==> config.mk <==
export PLATFORM = sky130hd
export DESIGN_NAME = acq_sequencer
export DESIGN_NICKNAME = d
export VERILOG_FILES = /design/src/rtl/acq_seq_pkg.sv /design/src/rtl/acq_cfg_shadow.sv /design/src/rtl/acq_sequencer.sv
export SDC_FILE = /design/constraint.sdc
export NUM_CORES = 1
export LEC_CHECK = 0
export CELL_PAD_IN_SITES_DETAIL_PLACEMENT = 0
export CELL_PAD_IN_SITES_GLOBAL_PLACEMENT = 2
export CORE_MARGIN = 5
export CORE_UTILIZATION = 36
export CTS_BUF_LIST = sky130_fd_sc_hd__clkbuf_8
export DETAILED_ROUTE_END_ITERATION = 7
export PLACE_DENSITY = 0.84
export SLEW_MARGIN = 20
export SYNTH_ARGS = -nofsm -noshare
export SYNTH_HDL_FRONTEND = slang
export SYNTH_SLANG_ARGS = --single-unit
==> constraint.sdc <==
create_clock -name clk -period 3.7 [get_ports clk]
set_input_delay 0.74 -clock clk [delete_from_list [all_inputs] [get_ports clk]]
set_output_delay 0.74 -clock clk [all_outputs]
set_load 0.01 [all_outputs]
==> src/rtl/acq_seq_pkg.sv <==
// rtl/acq_seq_pkg.sv - shared types, default widths and reset constants for the acquisition sequencer
package acq_seq_pkg;

    localparam int DELAY_W_DEF   = 16;
    localparam int LEN_W_DEF     = 8;
    localparam int HOLDOFF_W_DEF = 16;
    localparam int CNT_W_DEF     = 16;

    // Active sequencing config after reset: one-cycle window, one-cycle hold-off.
    localparam int RST_TRIG_DELAY = 0;
    localparam int RST_STORE_LEN  = 1;
    localparam int RST_HOLDOFF    = 1;

    typedef enum logic [2:0] {
        ST_IDLE,
        ST_ARMED,
        ST_DELAY,
        ST_STORE,
        ST_HOLDOFF
    } acq_state_t;

    // Configuration handed to the Timing generator.
    typedef struct packed {
        logic [7:0] b1_strobe;
        logic [7:0] b2_strobe;
        logic [1:0] no_bunches;
        logic [3:0] no_samples;
        logic [7:0] sample_spacing;
    } timing_cfg_t;

endpackage

==> src/rtl/acq_cfg_shadow.sv <==
// rtl/acq_cfg_shadow.sv - shadow/active config register sets with deferred apply
// Ports: clk, rst_n (sync active-low); cfg_wr + cfg_* capture into the shadow set;
// apply_en from the sequencer FSM allows the pending shadow set to become active;
// cfg_ack pulses on the apply edge; act_* are the registered active values.
module acq_cfg_shadow
    import acq_seq_pkg::*;
#(
    parameter int DELAY_W   = DELAY_W_DEF,
    parameter int LEN_W     = LEN_W_DEF,
    parameter int HOLDOFF_W = HOLDOFF_W_DEF
) (
    input  logic                 clk,
    input  logic                 rst_n,
    input  logic                 cfg_wr,
    input  logic [DELAY_W-1:0]   cfg_trig_delay,
    input  logic [LEN_W-1:0]     cfg_store_len,
    input  logic [HOLDOFF_W-1:0] cfg_holdoff,
    input  timing_cfg_t          cfg_timing,
    input  logic                 apply_en,
    output logic                 cfg_ack,
    output logic [DELAY_W-1:0]   act_trig_delay,
    output logic [LEN_W-1:0]     act_store_len,
    output logic [HOLDOFF_W-1:0] act_holdoff,
    output timing_cfg_t          act_timing
);

    logic                 pending;
    logic                 apply;
    logic [DELAY_W-1:0]   sh_trig_delay;
    logic [LEN_W-1:0]     sh_store_len;
    logic [HOLDOFF_W-1:0] sh_holdoff;
    timing_cfg_t          sh_timing;

    assign apply = apply_en & pending;

    always_ff @(posedge clk) begin
        if (!rst_n) begin
            pending        <= 1'b0;
            cfg_ack        <= 1'b0;
            sh_trig_delay  <= DELAY_W'(RST_TRIG_DELAY);
            sh_store_len   <= LEN_W'(RST_STORE_LEN);
            sh_holdoff     <= HOLDOFF_W'(RST_HOLDOFF);
            sh_timing      <= '0;
            act_trig_delay <= DELAY_W'(RST_TRIG_DELAY);
            act_store_len  <= LEN_W'(RST_STORE_LEN);
            act_holdoff    <= HOLDOFF_W'(RST_HOLDOFF);
            act_timing     <= '0;
        end else begin
            cfg_ack <= apply;
            // A write landing on the apply edge keeps the flag set so the newer
            // shadow contents are applied on a later edge.
            if (cfg_wr) begin
                pending       <= 1'b1;
                sh_trig_delay <= cfg_trig_delay;
                sh_store_len  <= cfg_store_len;
                sh_holdoff    <= cfg_holdoff;
                sh_timing     <= cfg_timing;
            end else if (apply) begin
                pending <= 1'b0;
            end
            if (apply) begin
                act_trig_delay <= sh_trig_delay;
                act_store_len  <= sh_store_len;
                act_holdoff    <= sh_holdoff;
                act_timing     <= sh_timing;
            end
        end
    end

endmodule

==> src/rtl/acq_sequencer.sv <==
// rtl/acq_sequencer.sv - trigger-to-store-window sequencer with hold-off and safe config apply
// Ports: clk, rst_n (sync active-low); arm, trig inputs; cfg_wr + cfg_* host config;
// outputs cfg_ack, store_strb, active Timing config, busy, acq_done, acq_count, trig_missed.
// Build option: define ACQ_TRIG_MISSED_CNT_EN to count triggers ignored while busy;
// otherwise trig_missed is tied to 0.
module acq_sequencer
    import acq_seq_pkg::*;
#(
    parameter int DELAY_W   = DELAY_W_DEF,
    parameter int LEN_W     = LEN_W_DEF,
    parameter int HOLDOFF_W = HOLDOFF_W_DEF,
    parameter int CNT_W     = CNT_W_DEF
) (
    input  logic                 clk,
    input  logic                 rst_n,
    input  logic                 arm,
    input  logic                 trig,
    input  logic                 cfg_wr,
    input  logic [DELAY_W-1:0]   cfg_trig_delay,
    input  logic [LEN_W-1:0]     cfg_store_len,
    input  logic [HOLDOFF_W-1:0] cfg_holdoff,
    input  logic [7:0]           cfg_b1_strobe,
    input  logic [7:0]           cfg_b2_strobe,
    input  logic [1:0]           cfg_no_bunches,
    input  logic [3:0]           cfg_no_samples,
    input  logic [7:0]           cfg_sample_spacing,
    output logic                 cfg_ack,
    output logic                 store_strb,
    output logic [7:0]           b1_strobe,
    output logic [7:0]           b2_strobe,
    output logic [1:0]           no_bunches,
    output logic [3:0]           no_samples,
    output logic [7:0]           sample_spacing,
    output logic                 busy,
    output logic                 acq_done,
    output logic [CNT_W-1:0]     acq_count,
    output logic [CNT_W-1:0]     trig_missed
);

    acq_state_t           state, state_nx;
    logic                 trig_q, trig_rise, accept, apply_en;
    logic                 store_strb_nx, acq_done_nx, busy_nx;
    logic [DELAY_W-1:0]   delay_cnt, act_trig_delay;
    logic [LEN_W-1:0]     len_cnt, act_store_len;
    logic [HOLDOFF_W-1:0] ho_cnt, act_holdoff;
    timing_cfg_t          cfg_timing, act_timing;

    assign trig_rise = trig & ~trig_q;
    assign accept    = (state == ST_ARMED) && arm && trig_rise;
    // Never apply on the edge a trigger is taken: that acquisition must run
    // entirely on the set that was active when it was triggered.
    assign apply_en  = (state == ST_IDLE) || ((state == ST_ARMED) && !accept);

    assign cfg_timing = '{b1_strobe: cfg_b1_strobe, b2_strobe: cfg_b2_strobe,
                          no_bunches: cfg_no_bunches, no_samples: cfg_no_samples,
                          sample_spacing: cfg_sample_spacing};

    acq_cfg_shadow #(.DELAY_W(DELAY_W), .LEN_W(LEN_W), .HOLDOFF_W(HOLDOFF_W)) u_cfg (
        .clk            (clk),
        .rst_n          (rst_n),
        .cfg_wr         (cfg_wr),
        .cfg_trig_delay (cfg_trig_delay),
        .cfg_store_len  (cfg_store_len),
        .cfg_holdoff    (cfg_holdoff),
        .cfg_timing     (cfg_timing),
        .apply_en       (apply_en),
        .cfg_ack        (cfg_ack),
        .act_trig_delay (act_trig_delay),
        .act_store_len  (act_store_len),
        .act_holdoff    (act_holdoff),
        .act_timing     (act_timing)
    );

    assign b1_strobe      = act_timing.b1_strobe;
    assign b2_strobe      = act_timing.b2_strobe;
    assign no_bunches     = act_timing.no_bunches;
    assign no_samples     = act_timing.no_samples;
    assign sample_spacing = act_timing.sample_spacing;

    always_ff @(posedge clk) begin
        if (!rst_n) state <= ST_IDLE;
        else        state <= state_nx;
    end

    always_comb begin
        state_nx = state;
        case (state)
            ST_IDLE:    if (arm) state_nx = ST_ARMED;
            ST_ARMED: begin
                if (!arm)           state_nx = ST_IDLE;
                else if (trig_rise) state_nx = (act_trig_delay == '0) ? ST_STORE : ST_DELAY;
            end
            ST_DELAY:   if (delay_cnt == DELAY_W'(1)) state_nx = ST_STORE;
            ST_STORE:   if (len_cnt == '0) state_nx = ST_HOLDOFF;
            ST_HOLDOFF: if (ho_cnt == HOLDOFF_W'(1)) state_nx = arm ? ST_ARMED : ST_IDLE;
            default:    state_nx = ST_IDLE;
        endcase
    end

    // STORE spends one extra cycle with len_cnt at 0: that is the exit cycle
    // where the strobe drops and acq_done fires.
    always_comb begin
        store_strb_nx = 1'b0;
        acq_done_nx   = 1'b0;
        busy_nx       = 1'b0;
        if (state == ST_STORE) begin
            store_strb_nx = (len_cnt != '0);
            acq_done_nx   = (len_cnt == '0);
        end
        if (state_nx == ST_DELAY || state_nx == ST_STORE || state_nx == ST_HOLDOFF)
            busy_nx = 1'b1;
    end

    always_ff @(posedge clk) begin
        if (!rst_n) begin
            trig_q     <= 1'b0;
            store_strb <= 1'b0;
            acq_done   <= 1'b0;
            busy       <= 1'b0;
            acq_count  <= '0;
            delay_cnt  <= '0;
            len_cnt    <= '0;
            ho_cnt     <= '0;
        end else begin
            trig_q     <= trig;
            store_strb <= store_strb_nx;
            acq_done   <= acq_done_nx;
            busy       <= busy_nx;
            if (acq_done_nx && acq_count != '1)
                acq_count <= acq_count + CNT_W'(1);
            if (accept)
                delay_cnt <= act_trig_delay;
            else if (state == ST_DELAY)
                delay_cnt <= delay_cnt - DELAY_W'(1);
            if (state_nx == ST_STORE && state != ST_STORE)
                len_cnt <= (act_store_len == '0) ? LEN_W'(1) : act_store_len;
            else if (state == ST_STORE && len_cnt != '0)
                len_cnt <= len_cnt - LEN_W'(1);
            if (state == ST_STORE && state_nx == ST_HOLDOFF)
                ho_cnt <= (act_holdoff == '0) ? HOLDOFF_W'(1) : act_holdoff;
            else if (state == ST_HOLDOFF)
                ho_cnt <= ho_cnt - HOLDOFF_W'(1);
        end
    end

`ifdef ACQ_TRIG_MISSED_CNT_EN
    logic missed_ev;
    assign missed_ev = trig_rise &&
                       (state == ST_DELAY || state == ST_STORE || state == ST_HOLDOFF);

    always_ff @(posedge clk) begin
        if (!rst_n)
            trig_missed <= '0;
        else if (missed_ev && trig_missed != '1)
            trig_missed <= trig_missed + CNT_W'(1);
    end
`else
    assign trig_missed = '0;
`endif

endmodule
* Word level (Yosys, flattened, before mapping) *
Index checks and enable logic that the tools add are counted.

word-level totals
  register bits after elaboration = 205
  input port bits = 75
  logic and storage cells = 88

operators by class
  add/sub/neg operators = 4
  eq/ne operators = 11
  multiplexer cells = 21
  bitwise operators = 3
  reduce and logical (&&, ||, !) cells = 22

operators by type and width
  operator                 number
  $mux W16                 5
  $eq A16 B1 Y1 const B    2
  $logic_not A16 Y1        2
  $sub A16 B1 Y16 const B  2
  $mux W8                  3
  $mux W3                  6
  $add A16 B1 Y16 const B  1
  $logic_not A8 Y1         2
  $ne A16 B16 Y1 const B   1
  $pmux W3 S5              1
  $eq A3 B2 Y1 const B     4
  $reduce_bool A2 Y1       4
  $reduce_bool A8 Y1       1
  $sub A8 B1 Y8 const B    1
  $logic_and A1 B1 Y1      7
  $eq A3 B3 Y1 const B     2
  $mux W1                  6
  $eq A3 B1 Y1 const B     1
  $logic_not A3 Y1         1
  $logic_or A1 B1 Y1       3
  $ne A3 B2 Y1 const B     1
  $and A1 B1 Y1            2
  $reduce_and A2 Y1        1
  $logic_not A1 Y1         1
  $not A1 Y1               1

* Logic depth before layout (Yosys ltp) *
  depth in word-level cells = 9
  mapped depth = 9
  gate-level depth less buffers = 7

* Cells and area by module *
Synthesis repeated with hierarchy kept, for this count alone.

unflattened totals
  cells, all modules = 1002
  area total of the unflattened synthesis = 9407.8 sq um

by module, submodules not included
  module          instances  cells each  area an instance (sq um)  sequential area each (sq um)
  acq_cfg_shadow  1          551         5758.0                    2842.7
  acq_sequencer   1          451         3649.8                    1261.2

* Worst setup path after synthesis *
No wires, ideal clock.

  kind = input to register
  start point = input arm
  end point = register u_cfg.act_holdoff[0]
  library setup time = 0.136 ns
  data arrival time = 1.968 ns
  required time = 3.564 ns
  path slack = 1.596 ns
  stages on the path = 8
  buffers on the path = 3
  cell sequence = nor4bb_1 > nand2b_1 > clkbuf_1 > and3_1 > clkbuf_1 > clkbuf_1 > nand2_1 > nand3_1

between the ends
  longest elaborated chain between the ends = 6

RTL lines
  item                              RTL line              text
  from (decl)                       acq_sequencer.sv:16   input logic arm,
  $logic_and A1 B1 Y1 (2 in a row)  acq_sequencer.sv:49   assign accept = (state == ST_ARMED) && arm && trig_rise;
  $logic_not A1 Y1                  acq_sequencer.sv:52   assign apply_en = (state == ST_IDLE) || ((state == ST_ARMED) && !accept);
  $logic_and A1 B1 Y1               acq_sequencer.sv:52
  $logic_or A1 B1 Y1                acq_sequencer.sv:52
  $and A1 B1 Y1                     acq_cfg_shadow.sv:34  assign apply = apply_en & pending;
  to (signal assigned)              acq_cfg_shadow.sv:46  act_holdoff <= HOLDOFF_W'(RST_HOLDOFF);
  to (signal assigned)              acq_cfg_shadow.sv:64  act_holdoff <= sh_holdoff;
  to (decl)                         acq_cfg_shadow.sv:23  output logic [HOLDOFF_W-1:0] act_holdoff,

Every way passes these cells.
A chain may end at the register's enable or synchronous reset.

* Worst setup path after layout *
  start point = input arm
  end point = register u_cfg.act_holdoff[4]

Same word-level chain as after synthesis.

==> implementation parameters <==
Parameter                              Value

Die
  Rows    56
  Die boundary width    164 um
  Height of the die    164 um
  I/O pin count    141
  Floorplan core area    23500 um2
  Initial Util    0.365
  Floorplan die area    27000 um2

Global routing
  Total global routing overflow    0
  Largest net degree at the start of global routing    69
  Initial antenna violation count    2
  Combined global-route utilization of all metal layers    0.165
  Vias in the first global route    6985
  Wire length of the first global-routing pass    36600 um

Pwr
  Total power    4.96 mW
  VDD IR-drop max    0.288 mV
  Power per standard cell area    458 nW/um2
  Leakage power summed over all cells    4.10 nW

Layout
  Post-route cell area    10800 um2
  Fraction of final layout cells sized beyond drive strength 1    0.0790
  Final-stage net count    1194
  Count of inserted antenna diode cells    0
  Area growth from synthesis to layout    26.4%
  Leading cell type in the layout, fill and taps excluded    sky130_fd_sc_hd__dfxtp_1
  Largest registers    u_cfg.act_timing: 30 flops, u_cfg.sh_timing: 30 flops
  Top library cells by usage in the layout, fill and taps aside    sky130_fd_sc_hd__dfxtp_1 (205), sky130_fd_sc_hd__nand2_1 (178), sky130_fd_sc_hd__clkdlybuf4s50_1 (123), sky130_fd_sc_hd__nor2_1 (119), sky130_fd_sc_hd__a21oi_1 (106)
  Finished Layout Cells    1458

Drt
  DRC marker count from the first detailed-route iteration    468
  Post-detailed-route wirelength per cell    15.4 um
  DRT Wirelength    22400 um
  Drt first pass iters    5
  Total via count in the routed design    7227
  Final ANT Viol Nets    0
  Mean number of vias per cell    4.96
  # DRC    0

Critical path
  Crit Path Class    in -> reg
  Register-to-Register Setup Slack    1.24 ns
  Largest fanout on the critical path    68
  Kind of capture point of the worst setup path    flop
  Data arrival time of the worst path    3.00 ns
  Kind of start point of the critical path    input pin
  Required time of the worst setup path    4.10 ns

Timing
  Worst Tran Pin Value    0.797 ns
  Clock tree skew after final layout    0.0235 ns
  Fmax    384 MHz
  Normalized max-slew margin    0.469
  Number of pins exceeding their max-slew limit in the final report    0
  Tightest hold margin    0.445 ns
  Final critical-path required period    2.60 ns
  Setup-violating endpoint count in the final report    0
  Final Hold Violating Endpoints    0
  Share of the clock period used by the worst path    0.703
  Setup repair after global routing missed its margin    no
  Post-route setup TNS    0 ns

CTS
  CTS root buf    sky130_fd_sc_hd__clkbuf_8
  Number of buffers added to fix hold violations after cts    0
  Number of cells upsized or downsized after cts    0
  H-tree levels    2
  Post-CTS setup-driven buffer insertion count    0
  Clock Latency Late Sink    0.53 ns
  Number of clock buffers inserted by TritonCTS    37
  Clock tree from TritonCTS    done
  CTS clk-pin slew, worst paths    0.06 ns
  Buffer levels on the longest clock path    3
  Clock tree sinks    205

Job
  Total of max-cap violations    0

Synthesis
  Proportion of register bits with asynchronous set or reset after synthesis    0
  Top flip-flop cell by instance count after synthesis    sky130_fd_sc_hd__dfxtp_1
  Average size of a mapped cell    8.58 um2
  Biggest area contributors in the synthesized netlist    sky130_fd_sc_hd__dfxtp_1 (48%), sky130_fd_sc_hd__mux2i_1 (9.0%), sky130_fd_sc_hd__nand2_1 (7.8%)
  Count of warnings emitted by yosys    0
  Register bit total from synthesis    205
  Post-synth design cell area    8570 um2
  Count of mapped cells out of synthesis    999
  Proportion of netlist area held by the largest area contributor    0.479
  Distinct cell type count of the synthesized netlist    65
  Cell type with the highest aggregate area in the netlist    sky130_fd_sc_hd__dfxtp_1
  Sequential share of the synthesized area    0.479
  Number of enable-type register cells in the synthesized netlist    0

Placed design
  Cell count after placement    1393
  Detailed-placement wirelength estimate    14800 um
  Port Buf Inserts    124
  Weighted congestion reported at the end of routability-driven placement    0.781
  Area post-placement    10100 um2

Outcome
  Result of the run    completed

Min path
  Min-delay worst type    reg -> reg
## metal layers
layer | share of wire | global-route usage
met1 | 0.49 | 0.231
met5 | 0.0011 | 0
met2 | 0.41 | 0.237
met4 | 0.015 | 0.0454
met3 | 0.084 | 0.0637
## cell type report
cell class,count,area [um2]
clock buffers,52,716
clock inverters,13,65.1
fillers,2357,12600
inverters,12,50.0
multi-input cells,719,4110
flip-flops and latches,205,4100
well taps,319,399
repair buffers,138,1390
## synth_stat cells, types with 6 or more instances
library cell                 n
sky130_fd_sc_hd__nand2_1   178
sky130_fd_sc_hd__nor2_1    119
sky130_fd_sc_hd__o211ai_1    8
sky130_fd_sc_hd__or3_1      12
sky130_fd_sc_hd__nand2b_1    6
sky130_fd_sc_hd__buf_2      12
sky130_fd_sc_hd__ha_1        6
sky130_fd_sc_hd__nand3_1    19
sky130_fd_sc_hd__a31oi_1     6
sky130_fd_sc_hd__buf_4      16
sky130_fd_sc_hd__nor3_1     13
sky130_fd_sc_hd__mux2i_1    77
sky130_fd_sc_hd__a22oi_1     7
sky130_fd_sc_hd__nor4_1     19
sky130_fd_sc_hd__clkbuf_1   48
sky130_fd_sc_hd__o21ai_0    25
sky130_fd_sc_hd__inv_1      12
sky130_fd_sc_hd__a21oi_1   106
sky130_fd_sc_hd__xor2_1      6
sky130_fd_sc_hd__dfxtp_1   205
## critical path, stage by stage
cell and delay (ns):
sky130_fd_sc_hd__clkdlybuf4s50_1 0.51, sky130_fd_sc_hd__nor4bb_1 0.47, sky130_fd_sc_hd__nand2b_1 0.31, sky130_fd_sc_hd__and3_2 0.32, sky130_fd_sc_hd__buf_4 0.31, sky130_fd_sc_hd__nand2_1 0.18, sky130_fd_sc_hd__a21oi_1 0.07
## power by group
| part | switching, mW | internal, mW |
|---|---|---|
| Sequential | 0.0529 | 2.29 |
| Clock | 0.947 | 1.25 |
| Combinational | 0.226 | 0.197 |
## path summary, 6_finish.rpt
path / cells after the start / from / end
min: 2 / u_cfg.sh_timing[5] / u_cfg.act_timing[5]
max reg2reg: 6 / state[0] / u_cfg.act_holdoff[4]
min reg2reg: 2 / u_cfg.sh_timing[5] / u_cfg.act_timing[5]
max: 7 / arm / u_cfg.act_holdoff[4]
## through the flow
stage | setup WS, ns | utilization
after floorplan | 1.60 | -
after global placement | 0.706 | 0.428
after detailed placement | 0.555 | 0.428
after CTS | 1.11 | 0.462
after global routing | 0.977 | 0.462
final | 1.10 | 0.462
## cells by family (layout without fill, tap and decap cells)
kind of cell	Yosys count	in the layout	synth area share
AOI/OAI and AO/OA	195	195	0.137
muxes	78	78	0.0912
other	1	16	0.000437
adders and majority gates	6	6	0.00876
buffers and inverters	90	215	0.0490
and+or+nand+nor	413	413	0.223
DFF	205	205	0.479
xor gates and xnor gates	11	11	0.0112
(Power assumes the default switching activity.)
